===== src/rtl/uart_pkg.sv =====
// Shared types and constants for the UART baud divisor controller.
package uart_pkg;

  localparam int unsigned T8_W  = 24;
  localparam int unsigned DIV_W = 16;
  localparam int unsigned NE_W  = 3;

  localparam logic [T8_W-1:0] MAX_T8   = 24'h7FFFC0;
  localparam logic [T8_W-1:0] T8_ROUND = 24'd64;

  typedef enum logic [2:0] {
    IDLE,
    WAIT_HIGH,
    WAIT_FALL,
    MEASURE,
    CALC,
    COMMIT
  } ab_state_e;

  // T8 spans 8 bit times; divisor = bit_time / 16, rounded.
  function automatic logic [T8_W-1:0] t8_to_div(input logic [T8_W-1:0] t8);
    return (t8 + T8_ROUND) >> 7;
  endfunction

endpackage


===== src/rtl/baud_rx_sync.sv =====
// RX line synchronizer (reset to idle-high) with a registered falling-edge strobe.
module baud_rx_sync #(
  parameter int unsigned SYNC_STAGES = 2
) (
  input  logic clk,
  input  logic rst,
  input  logic i_rx,
  output logic o_rx_s,
  output logic o_fall
);

  logic [SYNC_STAGES-1:0] r_sync;
  logic                   r_rx_q;
  logic                   r_fall;

  always_ff @(posedge clk or posedge rst) begin
    if (rst) begin
      r_sync <= '1;
      r_rx_q <= 1'b1;
      r_fall <= 1'b0;
    end else begin
      r_sync <= {r_sync[SYNC_STAGES-2:0], i_rx};
      r_rx_q <= r_sync[SYNC_STAGES-1];
      r_fall <= r_rx_q & ~r_sync[SYNC_STAGES-1];
    end
  end

  assign o_rx_s = r_sync[SYNC_STAGES-1];
  assign o_fall = r_fall;

endmodule


===== src/rtl/baud_ctrl.sv =====
// Owns the 16x baud divisor: stages manual writes and auto-baud results and
// applies them only on a generator tick so the counter never overruns.
module baud_ctrl
  import uart_pkg::*;
#(
  parameter logic [DIV_W-1:0] DEFAULT_DIV = 16'd27,
  parameter int unsigned      SYNC_STAGES = 2,
  parameter logic [T8_W-1:0]  TIMEOUT_T8  = MAX_T8
) (
  input  logic             clk,
  input  logic             rst,
  input  logic             rx_i,
  input  logic             en_16x_baud_i,
  input  logic             cfg_wr_i,
  input  logic [DIV_W-1:0] cfg_div_i,
  input  logic             ab_start_i,
  output logic [DIV_W-1:0] baud_config_o,
  output logic             cfg_pending_o,
  output logic             ab_busy_o,
  output logic             ab_done_o,
  output logic             ab_err_o
);

  logic w_rx_s;
  logic w_fall;

  baud_rx_sync #(
    .SYNC_STAGES(SYNC_STAGES)
  ) u_rx_sync (
    .clk   (clk),
    .rst   (rst),
    .i_rx  (rx_i),
    .o_rx_s(w_rx_s),
    .o_fall(w_fall)
  );

  ab_state_e        r_state, w_state_nxt;
  logic [T8_W-1:0]  r_t8, w_t8_nxt;
  logic [NE_W-1:0]  r_ne, w_ne_nxt;
  logic [DIV_W-1:0] r_pend, w_pend_nxt;
  logic             r_pending, w_pending_nxt;
  logic [DIV_W-1:0] r_baud, w_baud_nxt;
  logic             r_busy, w_busy_nxt;
  logic             r_done, w_done_nxt;
  logic             r_err, w_err_nxt;

  logic [T8_W-1:0]  w_t8_inc;
  logic [T8_W-1:0]  w_ab_div;

  assign w_t8_inc = r_t8 + 24'd1;
  assign w_ab_div = t8_to_div(r_t8);

  always_ff @(posedge clk or posedge rst) begin
    if (rst) begin
      r_state   <= IDLE;
      r_t8      <= '0;
      r_ne      <= '0;
      r_pend    <= '0;
      r_pending <= 1'b0;
      r_baud    <= DEFAULT_DIV;
      r_busy    <= 1'b0;
      r_done    <= 1'b0;
      r_err     <= 1'b0;
    end else begin
      r_state   <= w_state_nxt;
      r_t8      <= w_t8_nxt;
      r_ne      <= w_ne_nxt;
      r_pend    <= w_pend_nxt;
      r_pending <= w_pending_nxt;
      r_baud    <= w_baud_nxt;
      r_busy    <= w_busy_nxt;
      r_done    <= w_done_nxt;
      r_err     <= w_err_nxt;
    end
  end

  always_comb begin
    w_state_nxt   = r_state;
    w_t8_nxt      = r_t8;
    w_ne_nxt      = r_ne;
    w_pend_nxt    = r_pend;
    w_pending_nxt = r_pending;
    w_baud_nxt    = r_baud;
    w_busy_nxt    = r_busy;
    w_done_nxt    = 1'b0;
    w_err_nxt     = 1'b0;

    // Commit the staged value first; a same-cycle load below re-arms the flag.
    if (en_16x_baud_i && r_pending) begin
      w_baud_nxt    = r_pend;
      w_pending_nxt = 1'b0;
    end

    case (r_state)
      IDLE: begin
        if (ab_start_i) begin
          w_state_nxt = WAIT_HIGH;
          w_busy_nxt  = 1'b1;
        end else if (cfg_wr_i) begin
          if (cfg_div_i == '0) begin
            w_err_nxt = 1'b1;
          end else begin
            w_pend_nxt    = cfg_div_i;
            w_pending_nxt = 1'b1;
          end
        end
      end
      WAIT_HIGH: begin
        if (w_rx_s) begin
          w_state_nxt = WAIT_FALL;
          w_t8_nxt    = '0;
        end
      end
      WAIT_FALL: begin
        if (w_fall) begin
          w_t8_nxt    = '0;
          w_ne_nxt    = '0;
          w_state_nxt = MEASURE;
        end else if (w_t8_inc == TIMEOUT_T8) begin
          w_err_nxt   = 1'b1;
          w_busy_nxt  = 1'b0;
          w_state_nxt = IDLE;
        end else begin
          w_t8_nxt = w_t8_inc;
        end
      end
      MEASURE: begin
        if (w_t8_inc == TIMEOUT_T8) begin
          w_err_nxt   = 1'b1;
          w_busy_nxt  = 1'b0;
          w_state_nxt = IDLE;
        end else begin
          w_t8_nxt = w_t8_inc;
          if (w_fall) begin
            w_ne_nxt = r_ne + 3'd1;
            if (r_ne == 3'd3) begin
              w_state_nxt = CALC;
            end
          end
        end
      end
      CALC: begin
        if (w_ab_div == '0) begin
          w_err_nxt   = 1'b1;
          w_busy_nxt  = 1'b0;
          w_state_nxt = IDLE;
        end else begin
          w_pend_nxt    = DIV_W'(w_ab_div);
          w_pending_nxt = 1'b1;
          w_state_nxt   = COMMIT;
        end
      end
      COMMIT: begin
        if (en_16x_baud_i) begin
          w_done_nxt  = 1'b1;
          w_busy_nxt  = 1'b0;
          w_state_nxt = IDLE;
        end
      end
      default: begin
        w_state_nxt = IDLE;
        w_busy_nxt  = 1'b0;
      end
    endcase
  end

  assign baud_config_o = r_baud;
  assign cfg_pending_o = r_pending;
  assign ab_busy_o     = r_busy;
  assign ab_done_o     = r_done;
  assign ab_err_o      = r_err;

endmodule


===== config.mk =====
export PLATFORM = sky130hd
export DESIGN_NAME = baud_ctrl
export DESIGN_NICKNAME = d
export VERILOG_FILES = /design/src/rtl/uart_pkg.sv /design/src/rtl/baud_rx_sync.sv /design/src/rtl/baud_ctrl.sv
export SDC_FILE = /design/constraint.sdc
export NUM_CORES = 1
export LEC_CHECK = 0
export BUFFER_PORTS_ARGS = -buffer_cell sky130_fd_sc_hd__buf_2
export CAP_MARGIN = 0
export CELL_PAD_IN_SITES_DETAIL_PLACEMENT = 1
export CELL_PAD_IN_SITES_GLOBAL_PLACEMENT = 1
export CORE_ASPECT_RATIO = 0.5
export CORE_MARGIN = 1
export CORE_UTILIZATION = 35
export DETAILED_ROUTE_END_ITERATION = 7
export PLACE_DENSITY = 0.73
export REMOVE_ABC_BUFFERS = 1
export SYNTH_ARGS = -nofsm -noshare
export SYNTH_HDL_FRONTEND = slang
export SYNTH_SLANG_ARGS = --single-unit

===== constraint.sdc =====
create_clock -name clk -period 3.4 [get_ports clk]
set_input_delay 0 -clock clk [delete_from_list [all_inputs] [get_ports clk]]
set_output_delay 0 -clock clk [all_outputs]
set_load 0.005 [all_outputs]

======== After elaboration in Yosys (flattened, before gate mapping) ========
Cells that the tools add are included.
storage, ports and cells
  bits in registers ....................... 70
  output and inout port bits .............. 20
  logic and storage cells ................. 96
cells by class
  add/sub/neg operators ................... 3
  eq/ne operators ......................... 22
  mux-type cells .......................... 44
  bitwise gates (word level) .............. 3
  reduce and logical (&&, ||, !) cells .... 12
operators by type and width
  cell                     count
  $mux W24                 3
  $pmux W24 S3             1
  $mux W16                 4
  $mux W3                  12
  $pmux W16 S2             1
  $add A24 B1 Y24 const B  1
  $add A24 B7 Y24 const B  1
  $eq A24 B23 Y1 const B   1
  $logic_not A24 Y1        1
  $mux W1                  18
  $ne A2 B2 Y1 const B     9
  $pmux W3 S6              1
  $logic_not A16 Y1        1
  $reduce_and A5 Y1        2
  $eq A3 B2 Y1 const B     3
  $eq A3 B3 Y1 const B     2
  $ne A2 B1 Y1 const B     3
  $ne A3 B2 Y1 const B     2
  $pmux W1 S6              1
  $pmux W3 S2              1
  $reduce_and A6 Y1        1
  $pmux W1 S4              1
  $reduce_and A4 Y1        1
  $reduce_bool A2 Y1       2
  10 further kinds         11

======== Longest topological paths before layout ========
  depth after elaboration ................. 6
  gate-level depth with buffers ........... 11

======== Cells and area by module ========
A second synthesis with hierarchy kept.
unflattened totals
  cells, all modules ...................... 463
  area total of the unflattened synthesis .. 4359.2 µm²
modules (own cells, without submodules)
  module        instances  cells each  area each (µm²)  seq. area each (µm²)
  baud_ctrl     1          457         4237.8           1656.6
  baud_rx_sync  1          6           121.4            103.8

======== Least setup slack after synthesis ========
Ideal clock, no wire load.
  path kind ............................... register -> register
  start point ............................. register r_t8[6]
  end point ............................... register r_pend[1]
  arrival time ............................ 2.634 ns
  required time ........................... 3.275 ns
  slack ................................... 0.641 ns
  stages on the path, launching flop included .. 9
  buffers on the path ..................... 1
  clock period less this slack ............ 2.759 ns
  path through ............................ dfrtp_1 -> ha_1 -> or4_4 -> a2111oi_4 -> o2111ai_1 -> nor4_4 -> o32ai_4 -> buf_6 -> mux2_4
between the ends
  cells in the longest elaborated chain, start to end .. 4
  elaborated cells between the ends (all ways) .. 6
  classes of those cells .................. add/sub: 1; eq/ne: 1; mux: 2; reduce/logical: 2
ends and longest elaborated chain
  item                         line              text
  from (decl)                  baud_ctrl.sv:38   logic [T8_W-1:0] r_t8, w_t8_nxt;
  from (signal assigned)       baud_ctrl.sv:66   r_t8 <= w_t8_nxt;
  $add A24 B7 Y24 (*)          uart_pkg.sv:22    return (t8 + T8_ROUND) >> 7;
  $logic_not A24 Y1            baud_ctrl.sv:143  if (w_ab_div == '0) begin
  $ne A2 B2 Y1 (no line)       n/a
  $reduce_and A5 Y1 (no line)  n/a
  to (signal assigned)         baud_ctrl.sv:68   r_pend <= w_pend_nxt;
  to (decl)                    baud_ctrl.sv:40   logic [DIV_W-1:0] r_pend, w_pend_nxt;
Mark *: on every way between the ends. The rest lies on a longest branch, timed or not. The select of a mux whose other input is x is not followed.
A chain may end at the register's enable or synchronous reset.

======== Worst setup path after layout ========
  start point ............................. register r_t8[9]
  end point ............................... register r_pend[4]
The elaborated chain is that of the path after synthesis.

==> impl_summary.md <==
Run status
The run finished with clean final reports.

Timing
The worst-case headroom to the max-slew limit is 52.4%. Setup repair after global routing left no endpoint under its margin. The final critical-path required period is 3260 ps. The slew of the pin with the lowest slew margin is 713 ps. The peak clock frequency supported by timing is 307 MHz. The number of pins exceeding their max-slew limit in the final report was 0. Setup violations remaining at the end of the flow were counted as 0. The final-report hold violation count came to 0. After routing, the total negative slack on setup checks comes to 0 ps. The clock skew after layout is 10.7 ps.

The worst path uses 95.8% of the clock period.

Floorplan
In this run the count of I/O pins placed on the die edge is 42. Once the floorplan was initialized, standard cells occupied 36.3% of the core. The die covers 0.0128 sq mm. The floorplan row count is 28. In this run the horizontal extent of the chip is 159 microns. The floorplan step set the die height to 80.6 microns. The total core area is 0.0119 sq mm.

Layout
Leaving out filler cells and counting taps, the final layout contains 670. The number of nets at the end of the flow is 526. The post-route cell area is 0.00507 sq mm. The number of diodes added for antenna fixing is 0. The post-route netlist has 27.3% of its cells at a drive strength greater than 1.

The layout-stage area growth over the synthesis result is 17.3%.

Global route
In this run the most used layer during global routing was met2. The number of antenna violations at the first check in global routing is 0. The met3 track utilization from global routing is 3.77%. The fraction of met1 tracks used by global routing is 29.7%. The pin count of the biggest net entering global routing is 37. After global routing the overflow that remains totals 0. The number of global-route vias before repair is 3735.

The met2 track demand over resource is 33.2%. The first-pass GRT wire length is 21100 microns. Global routing used 21.2% of the available tracks.

Logic synthesis
The multiplexer area fraction after synthesis is 9.67%. Summing the areas of all compound-gate instances in the mapped netlist gives 17.8% of the synthesized area. By count the netlist is led by 63 x sky130_fd_sc_hd__dfrtp_1, 46 x sky130_fd_sc_hd__nand2_1, 32 x sky130_fd_sc_hd__nor2_1. The cell accounting for the most synthesized area is sky130_fd_sc_hd__dfrtp_1. Summing the areas of all fa, ha and maj instances in the mapped netlist gives 1.16% of the synthesized area. Ranked by total cell area, the synthesized netlist is headed by sky130_fd_sc_hd__dfrtp_1 36%, sky130_fd_sc_hd__mux2_2 6.8%, sky130_fd_sc_hd__dfstp_2 4.3%. Of the total synthesized cell area, the portion taken by AND, OR, NAND and NOR gates is 22.3%. The fraction of synthesis flops using an asynchronous set or reset pin is 100%. The largest family of logic cells by synthesized area is simple AND/OR/NAND/NOR gates. In the post-synthesis netlist, the cell with the most instances is sky130_fd_sc_hd__dfrtp_1. The fraction of the yosys area taken by sequential cells is 40.7%. In this run, distinct cell masters in the synthesized netlist total 67. Synthesis inferred 70 register bits. For this run, the leading register cell type out of synthesis is sky130_fd_sc_hd__dfrtp_1.

The top cell type's share of synthesized area is 36.5%. The mapped netlist covers 0.00432 sq mm. The synthesized design contains 0 enable-type register cells.

Yosys printed 0 warnings. The synthesized area per cell is 9.39 sq um. The gate count of the mapped netlist is 460. The xor/xnor share of the synthesized area is 3.85%.

Placement
After detailed placement, the total cell area comes to 0.00472 sq mm. During placement, the flow inserted port buffers numbering 41. The global placer's final weighted congestion is 0.966. The number of placed instances, taps included, is 650. Detailed placement ended at an HPWL of 9380 microns.

Worst hold path
The startpoint identified for the worst hold timing path is en_16x_baud_i. The worst hold endpoint is ab_done_o. The worst min-delay path category is input port to flop. The cell depth of the worst min-delay path is 3.

Worst setup path
The worst-path maximum fanout is 18. The data arrival time of the critical path is 3470 ps. The worst flop-to-flop path endpoint is r_pend[4]. The worst reg-to-reg path cell count is 8. The worst path buffer plus inverter count is 1. STA classifies the critical path endpoint as a flop. The critical register-to-register path startpoint is r_t8[9]. For this design, the slowest cell found on the critical path is sky130_fd_sc_hd__dfrtp_1. The endpoint required time on the critical path is 3610 ps.

Across all register-to-register paths, the minimum setup slack is 140 ps. The largest stage delay on the critical path is 650 ps. Walking the worst path, the cells encountered are nand3_1 > nor4_2 > xnor2_1 > o2111ai_1 > nor4_4 > o32ai_4 > buf_12 > mux2_4. The cell family contributing the most delay on the critical path is simple AND/OR/NAND/NOR gates. The worst setup path is launched from a flop.

The critical path is of the flop to flop type.

Clock tree
In this run, CTS created clock tree buffers numbering 9. TritonCTS built the clock tree. Counting every sink on the clock net gives 70. The insertion delay of the later-clocked pin in the worst-skew pair is 340 ps. The clock tree root driver cell is sky130_fd_sc_hd__clkbuf_16. The clock edge transition at the registers on the reported setup and hold paths is 70 ps. The maximum number of buffers from clock root to sink is 2. The H-tree was split into 3 levels.

Routing
The total detailed-routing wirelength is 12900 microns. The routed layout has 3806 vias. In the routed design, unresolved DRC markers number 0. The via-per-instance ratio is 5.68.

After the first detailed-routing iteration, the DRC count stood at 248. The average wire per standard cell is 19.3 microns. The count of nets left with antenna violations once routing finished came out at 0. The pre-antenna-repair detailed-routing pass consisted of 5 iterations.

Pwr
IR analysis of the VDD net gives a maximum drop of 0.000257 V. The reported leakage power is 2.12 nW. For this design the ratio of total power to cell area is 628 mW/mm^2.

The design draws 3.18 mW.

Flow run
Across the run, the number of max-cap violations was 0.
-- area by class of cell --
class / count / area (sq um)
Fill cell: 1377 / 6840
Clock buffer: 10 / 239
Inverter: 9 / 33.8
Tap cell: 165 / 206
Clock inverter: 6 / 68.8
Timing Repair Buffer: 62 / 383
Sequential cell: 70 / 1760
Multi-Input combinational cell: 348 / 2370
-- logic make-up (layout without fill, tap and decap cells) --
logic type,Yosys count,in the layout
flops,70,70
xor+xnor,19,19
fa+ha+maj,4,4
compound gates,117,117
buf+inv,42,87
simple gates,173,173
mux,35,35
-- layout by cell type, fill, tap and decap left out, types with 3 or more instances in the layout --
| master | Yosys | layout |
|---|---|---|
| sky130_fd_sc_hd__dfrtp_1 | 63 | 61 |
| sky130_fd_sc_hd__nand2_1 | 46 | 46 |
| sky130_fd_sc_hd__buf_2 | 15 | 41 |
| sky130_fd_sc_hd__a21oi_1 | 31 | 31 |
| sky130_fd_sc_hd__nor2_1 | 32 | 30 |
| sky130_fd_sc_hd__o21ai_0 | 26 | 26 |
| sky130_fd_sc_hd__mux2_2 | 26 | 26 |
| sky130_fd_sc_hd__buf_4 | 2 | 17 |
| sky130_fd_sc_hd__nand3_1 | 13 | 13 |
| sky130_fd_sc_hd__xnor2_1 | 12 | 12 |
| sky130_fd_sc_hd__nand4_1 | 11 | 11 |
| sky130_fd_sc_hd__nor4_1 | 11 | 11 |
| sky130_fd_sc_hd__a31oi_1 | 11 | 11 |
| sky130_fd_sc_hd__clkbuf_16 | 0 | 9 |
| sky130_fd_sc_hd__inv_1 | 9 | 8 |
| sky130_fd_sc_hd__xor2_1 | 7 | 7 |
| sky130_fd_sc_hd__and4_1 | 7 | 7 |
| sky130_fd_sc_hd__and3_1 | 7 | 7 |
| sky130_fd_sc_hd__nor3_1 | 7 | 7 |
| sky130_fd_sc_hd__mux2_4 | 7 | 7 |
| sky130_fd_sc_hd__dfstp_2 | 7 | 7 |
| sky130_fd_sc_hd__o31ai_1 | 6 | 6 |
| sky130_fd_sc_hd__a21o_1 | 6 | 6 |
| sky130_fd_sc_hd__or3_1 | 5 | 5 |
| sky130_fd_sc_hd__nor2b_1 | 5 | 5 |
| sky130_fd_sc_hd__and2_1 | 4 | 4 |
| sky130_fd_sc_hd__nand3b_1 | 4 | 4 |
| sky130_fd_sc_hd__o22ai_1 | 4 | 4 |
| sky130_fd_sc_hd__o21ai_1 | 4 | 4 |
| sky130_fd_sc_hd__a211oi_1 | 4 | 4 |
| sky130_fd_sc_hd__or2_2 | 4 | 4 |
| sky130_fd_sc_hd__ha_1 | 4 | 4 |
| sky130_fd_sc_hd__nor4_2 | 3 | 3 |
| sky130_fd_sc_hd__o2111ai_1 | 3 | 3 |
| sky130_fd_sc_hd__o2bb2ai_1 | 3 | 3 |
| sky130_fd_sc_hd__dlygate4sd3_1 | 0 | 3 |
-- worst max path at each step --
stage | startpoint | endpoint | slack [ps] | depth (start not counted)
after floorplan | r_t8[7] | r_pend[10] | 310 | 8
after global placement | r_t8[8] | r_pend[7] | 160 | 8
after detailed placement | r_t8[8] | r_pend[7] | 190 | 8
after CTS | r_t8[8] | r_pend[2] | 150 | 8
after global routing | r_t8[7] | r_pend[5] | 40 | 9
final | r_t8[9] | r_pend[4] | 140 | 8
-- layer usage --
| layer | part of all wire [%] | vias to the layer above |
|---|---|---|
| met1 | 50 | 1915 |
| met3 | 4.7 | 14 |
| met4 | 1.4 | 0 |
| li1 | - | 1784 |
| met5 | 0 | - |
| met2 | 44 | 93 |
-- stage by stage --
stage | setup slack (ps) | hold slack (ps) | utilization, %
floorplan | 305 | 4.48 | -
global placement | 164 | 107 | 39.6
detailed placement | 187 | 109 | 39.6
CTS | 155 | 7.76 | 42.4
global route | 38.7 | 14.2 | 42.5
finish | 143 | 7.17 | 42.5
-- registers in the layout (all words and copies together), names as in the netlist --
signal	count
ab_err_o	1
cfg_pending_o	1
r_pend	16
baud_config_o	16
ab_done_o	1
u_rx_sync.r_sync	2
r_ne	3
u_rx_sync.o_fall	1
r_state	3
u_rx_sync.r_rx_q	1
r_t8	24
ab_busy_o	1
-- power by group --
part	internal (mW)	total, mW	switching [mW]
sequential	1.10	1.28	0.178
clock	0.592	0.978	0.386
combinational	0.446	0.921	0.475
total	2.14	3.18	1.04
-- worst register-to-register path: cells and delay by family (launching register included) --
kind / cells / cell delay [ps]
DFF: 1 / 650
buffers and inverters: 1 / 180
AOI/OAI and AO/OA: 2 / 380
and+or+nand+nor: 3 / 1350
xor gates and xnor gates: 1 / 270
muxes: 1 / 300
-- timing repair --
item,4_1_cts,5_1_grt
hold buffers,3,0
buffers inserted,0,1
hold endpoints to repair,33,0
endpoints found under the setup margin,0,14
resized for setup,0,3
Power figures use the tool's default switching activity.
